[config.mk]
export PLATFORM = sky130hd
export DESIGN_NAME = pipelined_adder
export DESIGN_NICKNAME = d
export VERILOG_FILES = /design/src/rtl/pipelined_adder_pkg.sv /design/src/rtl/pipe_add_slice.sv /design/src/rtl/pipelined_adder.sv
export SDC_FILE = /design/constraint.sdc
export NUM_CORES = 1
export LEC_CHECK = 0
export CORE_MARGIN = 1
export CORE_UTILIZATION = 56
export DETAILED_ROUTE_END_ITERATION = 10
export PLACE_DENSITY_LB_ADDON = 0.05
export SYNTH_ARGS = -nofsm -noshare
export SYNTH_HDL_FRONTEND = slang
export SYNTH_SLANG_ARGS = --single-unit
export TNS_END_PERCENT = 100
[constraint.sdc]
create_clock -name clk -period 2.9 [get_ports clk]
set_clock_uncertainty 0.15 [all_clocks]
set_input_delay 0.58 -clock clk [delete_from_list [all_inputs] [get_ports clk]]
set_output_delay 0.58 -clock clk [all_outputs]
set_load 0.01 [all_outputs]
[src/rtl/pipelined_adder_pkg.sv]
// Shared types and helpers for the sliced, pipelined adder/subtractor.
package pipelined_adder_pkg;

  typedef enum logic {OP_ADD = 1'b0, OP_SUB = 1'b1} op_e;

  // Widest result the clamp helper can describe; callers narrow it to N bits.
  localparam int SAT_MAX_W = 512;

  // Clamp pattern for an n-bit signed result: most negative if sign, else most positive.
  function automatic logic [SAT_MAX_W-1:0] sat_value(input logic sign, input int n);
    logic [SAT_MAX_W-1:0] v;
    v = '0;
    for (int i = 0; i < SAT_MAX_W; i++) begin
      if (i + 1 < n)       v[i] = ~sign;
      else if (i + 1 == n) v[i] = sign;
    end
    return v;
  endfunction

endpackage

[src/rtl/pipe_add_slice.sv]
// One W-bit carry-chain slice with its stage register (load enable, async clear).
module pipe_add_slice #(
  parameter int W = 8
) (
  input  logic         clk,
  input  logic         rst_n,
  input  logic         i_en,
  input  logic [W-1:0] i_a,
  input  logic [W-1:0] i_b,
  input  logic         i_c,
  output logic [W-1:0] o_sum,
  output logic         o_c
);

  logic [W:0]   w_add;
  logic [W-1:0] r_sum;
  logic         r_c;

  assign w_add = {1'b0, i_a} + {1'b0, i_b} + {{W{1'b0}}, i_c};

  always_ff @(posedge clk or negedge rst_n) begin
    if (!rst_n) begin
      r_sum <= '0;
      r_c   <= 1'b0;
    end else if (i_en) begin
      r_sum <= w_add[W-1:0];
      r_c   <= w_add[W];
    end
  end

  assign o_sum = r_sum;
  assign o_c   = r_c;

endmodule

[src/rtl/pipelined_adder.sv]
// N-bit add/sub split into STAGES carry slices, one per pipeline stage, with a
// global-stall valid/ready handshake, signed overflow detection and optional saturation.
module pipelined_adder #(
  parameter int N      = 32,
  parameter int STAGES = 4
) (
  input  logic         clk,
  input  logic         rst_n,
  input  logic         in_valid,
  output logic         in_ready,
  input  logic [N-1:0] A,
  input  logic [N-1:0] B,
  input  logic         Cin,
  input  logic         Op,
  input  logic         Sat,
  output logic         out_valid,
  input  logic         out_ready,
  output logic [N-1:0] Sum,
  output logic         Cout,
  output logic         Ovf
);
  import pipelined_adder_pkg::*;

  localparam int W = N / STAGES;

  op_e               w_op;
  logic              w_adv;
  logic              w_cin_eff;
  logic [N-1:0]      w_beff;
  logic [N-1:0]      w_raw;
  logic              w_ovf;

  logic [STAGES-1:0] r_vld;
  logic [STAGES-1:0] r_sat;
  logic [STAGES-1:0] r_amsb;
  logic [STAGES-1:0] r_bmsb;
  logic [N-1:0]      r_a  [STAGES];
  logic [N-1:0]      r_b  [STAGES];
  logic [N-1:0]      r_lo [STAGES];

  logic [N-1:0]      w_a_src [STAGES];
  logic [N-1:0]      w_b_src [STAGES];
  logic [N-1:0]      w_done  [STAGES];
  logic [W-1:0]      w_sq    [STAGES];
  logic [STAGES-1:0] w_c_src;
  logic [STAGES-1:0] w_co;

  assign w_op      = op_e'(Op);
  assign w_beff    = (w_op == OP_SUB) ? ~B : B;
  assign w_cin_eff = (w_op == OP_SUB) ? ~Cin : Cin;
  assign w_adv     = !r_vld[STAGES-1] || out_ready;
  assign in_ready  = w_adv;

  // Remaining operand bits are kept right-aligned, so every stage consumes bits [W-1:0].
  always_comb begin
    w_a_src[0] = A;
    w_b_src[0] = w_beff;
    w_c_src[0] = w_cin_eff;
    for (int k = 1; k < STAGES; k++) begin
      w_a_src[k] = r_a[k-1];
      w_b_src[k] = r_b[k-1];
      w_c_src[k] = w_co[k-1];
    end
    for (int k = 0; k < STAGES; k++) begin
      w_done[k]           = r_lo[k];
      w_done[k][k*W +: W] = w_sq[k];
    end
  end

  always_ff @(posedge clk or negedge rst_n) begin
    if (!rst_n) begin
      r_vld  <= '0;
      r_sat  <= '0;
      r_amsb <= '0;
      r_bmsb <= '0;
      for (int k = 0; k < STAGES; k++) begin
        r_a[k]  <= '0;
        r_b[k]  <= '0;
        r_lo[k] <= '0;
      end
    end else if (w_adv) begin
      r_vld[0]  <= in_valid;
      r_sat[0]  <= Sat;
      r_amsb[0] <= A[N-1];
      r_bmsb[0] <= w_beff[N-1];
      r_lo[0]   <= '0;
      for (int k = 1; k < STAGES; k++) begin
        r_vld[k]  <= r_vld[k-1];
        r_sat[k]  <= r_sat[k-1];
        r_amsb[k] <= r_amsb[k-1];
        r_bmsb[k] <= r_bmsb[k-1];
        r_lo[k]   <= w_done[k-1];
      end
      for (int k = 0; k < STAGES; k++) begin
        r_a[k] <= w_a_src[k] >> W;
        r_b[k] <= w_b_src[k] >> W;
      end
    end
  end

  for (genvar k = 0; k < STAGES; k++) begin : g_slice
    pipe_add_slice #(.W(W)) u_slice (
      .clk   (clk),
      .rst_n (rst_n),
      .i_en  (w_adv),
      .i_a   (w_a_src[k][W-1:0]),
      .i_b   (w_b_src[k][W-1:0]),
      .i_c   (w_c_src[k]),
      .o_sum (w_sq[k]),
      .o_c   (w_co[k])
    );
  end

  // Cout and Ovf always describe the unsaturated result.
  assign w_raw     = w_done[STAGES-1];
  assign w_ovf     = (r_amsb[STAGES-1] == r_bmsb[STAGES-1]) && (w_raw[N-1] != r_amsb[STAGES-1]);
  assign out_valid = r_vld[STAGES-1];
  assign Cout      = w_co[STAGES-1];
  assign Ovf       = w_ovf;
  assign Sum       = (r_sat[STAGES-1] && w_ovf) ? N'(sat_value(r_amsb[STAGES-1], N)) : w_raw;

endmodule

==> results.sh <==
export IMPL_vdd_ir_drop_max_mv=0.651
export IMPL_fin_nets=1183
export IMPL_synth_edf_count=0
export IMPL_setup_viol=0
export IMPL_critPathMaxFanout=6
export IMPL_drive_gt1_share_pct=6.70
export IMPL_reg2regPathDepth=7
export IMPL_ys_warn_count=0
export IMPL_r2r_start="g_slice[2].u_slice.o_c"
export IMPL_drc=0
export IMPL_min_path_type="register to register"
export IMPL_fp_row_count=45
export IMPL_synth_seq_area_share_pct=54.0
export IMPL_cp_arrival_ps=2040
export IMPL_die_x_um=127
export IMPL_run_status="finished, final reports clean"
export IMPL_cts_sinks=190
export IMPL_area_growth_pct=22.9
export IMPL_total_leakage_power_uw=0.00555
export IMPL_cap_violations=0
export IMPL_period_share_pct=95.6
export IMPL_critPathRequiredTime_ps=2170
export IMPL_cp_start_kind="register"
export IMPL_r2r_end="g_slice[3].u_slice.o_sum[6]"
export IMPL_wl_um=17100
export IMPL_final_max_slew_viol_count=0
export IMPL_insertion_delay_ps=430
export IMPL_synthFlopType="dfrtp_1"
export IMPL_synth_async_reset_ratio_pct=100
export IMPL_ys_top_cells_by_area="dfrtp_1, nand2_1, ha_1, o21ai_0, a21o_1"
export IMPL_io_buffers=106
export IMPL_wl_met3_um=532
export IMPL_crit_end="Sum[12]"
export IMPL_cts_buffer_depth=2
export IMPL_power_uw=11500
export IMPL_met2_length_um=7660
export IMPL_crit_path_end_kind="output port"
export IMPL_cp_startpoint="r_bmsb[3]"
export IMPL_grt_pass1_vias=6127
export IMPL_synthDominantCellAreaShare_pct=54.0
export IMPL_synth_cell_types=33
export IMPL_synthTopCellsByCount="nand2_1, dfrtp_1, o21ai_0"
export IMPL_synth_most_common_cell="nand2_1"
export IMPL_grt_max_degree=160
export IMPL_antennaDiodeCount=0
export IMPL_tritoncts="yes"
export IMPL_root_buffer="clkbuf_16"
export IMPL_synthCells=978
export IMPL_via_count=6531
export IMPL_netlist_area_um2=8810
export IMPL_grt_pass1_wl_um=29900
export IMPL_crit_type="register to output port"
export IMPL_hpwlAfterDp_um=11400
export IMPL_met1_length_um=8760
export IMPL_place_inst=1259
export IMPL_power_density_nw_per_um2=1070
export IMPL_synth_seq_cells=190
export IMPL_rrSetupSlack_ps=410
export IMPL_die_area_um2=16200
export IMPL_antenna_found_initial=0
export IMPL_gp_congestion=0.835
export IMPL_fin_cells=1300
export IMPL_io_pins=107
export IMPL_routedWlPerCell_um=13.2
export IMPL_detailedRoute_firstIterationViolations=455
export IMPL_start_util_pct=57.7
export IMPL_maxClockFrequency_mhz=361
export IMPL_dr_pass1_iters=5
export IMPL_syn_avg_cell_area_um2=9.00
export IMPL_yosysTopAreaCell="dfrtp_1"
export IMPL_synth_nets=1085
export IMPL_globalRouteOverflowTotal=0
export IMPL_period_needed_ps=2770
export IMPL_cts_buffers=17
export IMPL_hold_viol_final=0
export IMPL_via_per_inst=5.02
export IMPL_worstMarginPinSlew_ps=665
export IMPL_die_y_um=127
export IMPL_max_slew_margin_pct=55.6
export IMPL_dr_max_layer_used="met4"
export IMPL_rsz0062_at_grt="false"
export IMPL_htreeDepth=4
export IMPL_core_area_um2=15300
export IMPL_drtAntennaViolNets=0
export IMPL_clkTransAtPathRegs_ps=70
export IMPL_track_usage_pct=23.3
export IMPL_setup_tns_final_ps=0
## registers in the layout, summed over array words and instances (netlist names)
register	cells
g_slice.u_slice.o_c	4
r_sat	4
r_bmsb	4
r_a	45
r_amsb	4
r_b	45
r_vld	4
g_slice.u_slice.o_sum	32
r_lo	48
## what timing repair did
action,CTS,global route
endpoints found under the setup margin,32,9
hold buffers,1,0
pin swaps,0,1
gates resized for setup,34,12
hold endpoints to repair,44,0
setup buffers,5,2
gates cloned,1,0
## through the flow
step | cell area, um^2 | setup WS [ps] | hold slack [ps] | utilization, %
after global placement | 10100 | -160 | 298 | 66.2
final | 10800 | 129 | 316 | 70.9
after global routing | 10800 | 24.8 | 331 | 70.9
after detailed placement | 10100 | -211 | 303 | 66.2
after CTS | 10800 | -12.8 | 320 | 70.6
after floorplan | 8810 | 2.33 | 134 | -
## worst max-delay path, stage by stage, from the launching register on
cell and delay (ps):
dfrtp_1 440, nand2_1 110, nor2_2 50, o21ai_4 210
nor2_4 80, buf_6 130, buf_4 130, a21o_1 160
dlygate4sd2_1 280
## cell usage in the layout (no fill, tap or decap), drive strengths merged, types with 4 or more instances in the layout
master         instances
xnor2                 25
buf                   25
nor2b                  5
clkbuf                20
fa                     8
xor2                  22
or3                    4
a21oi                 14
nand2                450
nor2                  16
o21ai                 64
dlymetal6s2s           8
dlygate4sd2           23
a31oi                  4
inv                   12
o211ai                 4
clkdlybuf4s50         72
nor3                  10
clkinvlp               4
a21o                  39
dfrtp                190
clkinv                 6
a211oi                12
ha                    28
o21bai                 4
## per-layer routing
layer  vias to the layer above  global-route usage [%]
li1                       3344                       -
met1                      3054                    35.3
met2                       117                    34.8
met3                        16                    4.23
met4                         0                    6.37
met5                         -                       0
## worst min path at each step
stage | to | cells after the start | start
final | r_lo[4] | 2 | r_lo[4]
after global routing | r_a[78] | 2 | r_a[78]
after CTS | r_b[73] | 2 | r_b[113]
after detailed placement | r_b[73] | 2 | r_b[113]
after global placement | r_vld[2] | 2 | r_vld[2]
after floorplan | g_slice[0].u_slice.o_c | 0 | rst_n
## where the power goes
part	total (uW)	internal [uW]	switching [uW]
sequential	4560	3840	720
combinational	4670	2140	2520
clock	2300	1320	986
total	11500	7300	4230
## cell type report
class	instances	area [um^2]
sequential	190	4760
fill	1205	4440
multi-input combinational	725	3830
timing repair buffer	131	1340
clock buffer	19	453
tap	211	264
clock inverter	13	140
inverter	11	43.8
## logic make-up (layout without fill, tap and decap cells)
group                    count (synthesis)  count (layout)  synth area share, %
AO/OA/AOI/OAI                          149             149                 10.7
buffers and inverters                   63             174                 3.00
flip-flops                             190             190                 54.0
multiplexers                             1               1                0.128
XOR/XNOR                                47              47                 4.67
adder cells (fa/ha/maj)                 36              36                 5.80
AND/OR/NAND/NOR                        492             492                 21.8
No activity file was read; power rests on OpenSTA's default activity.
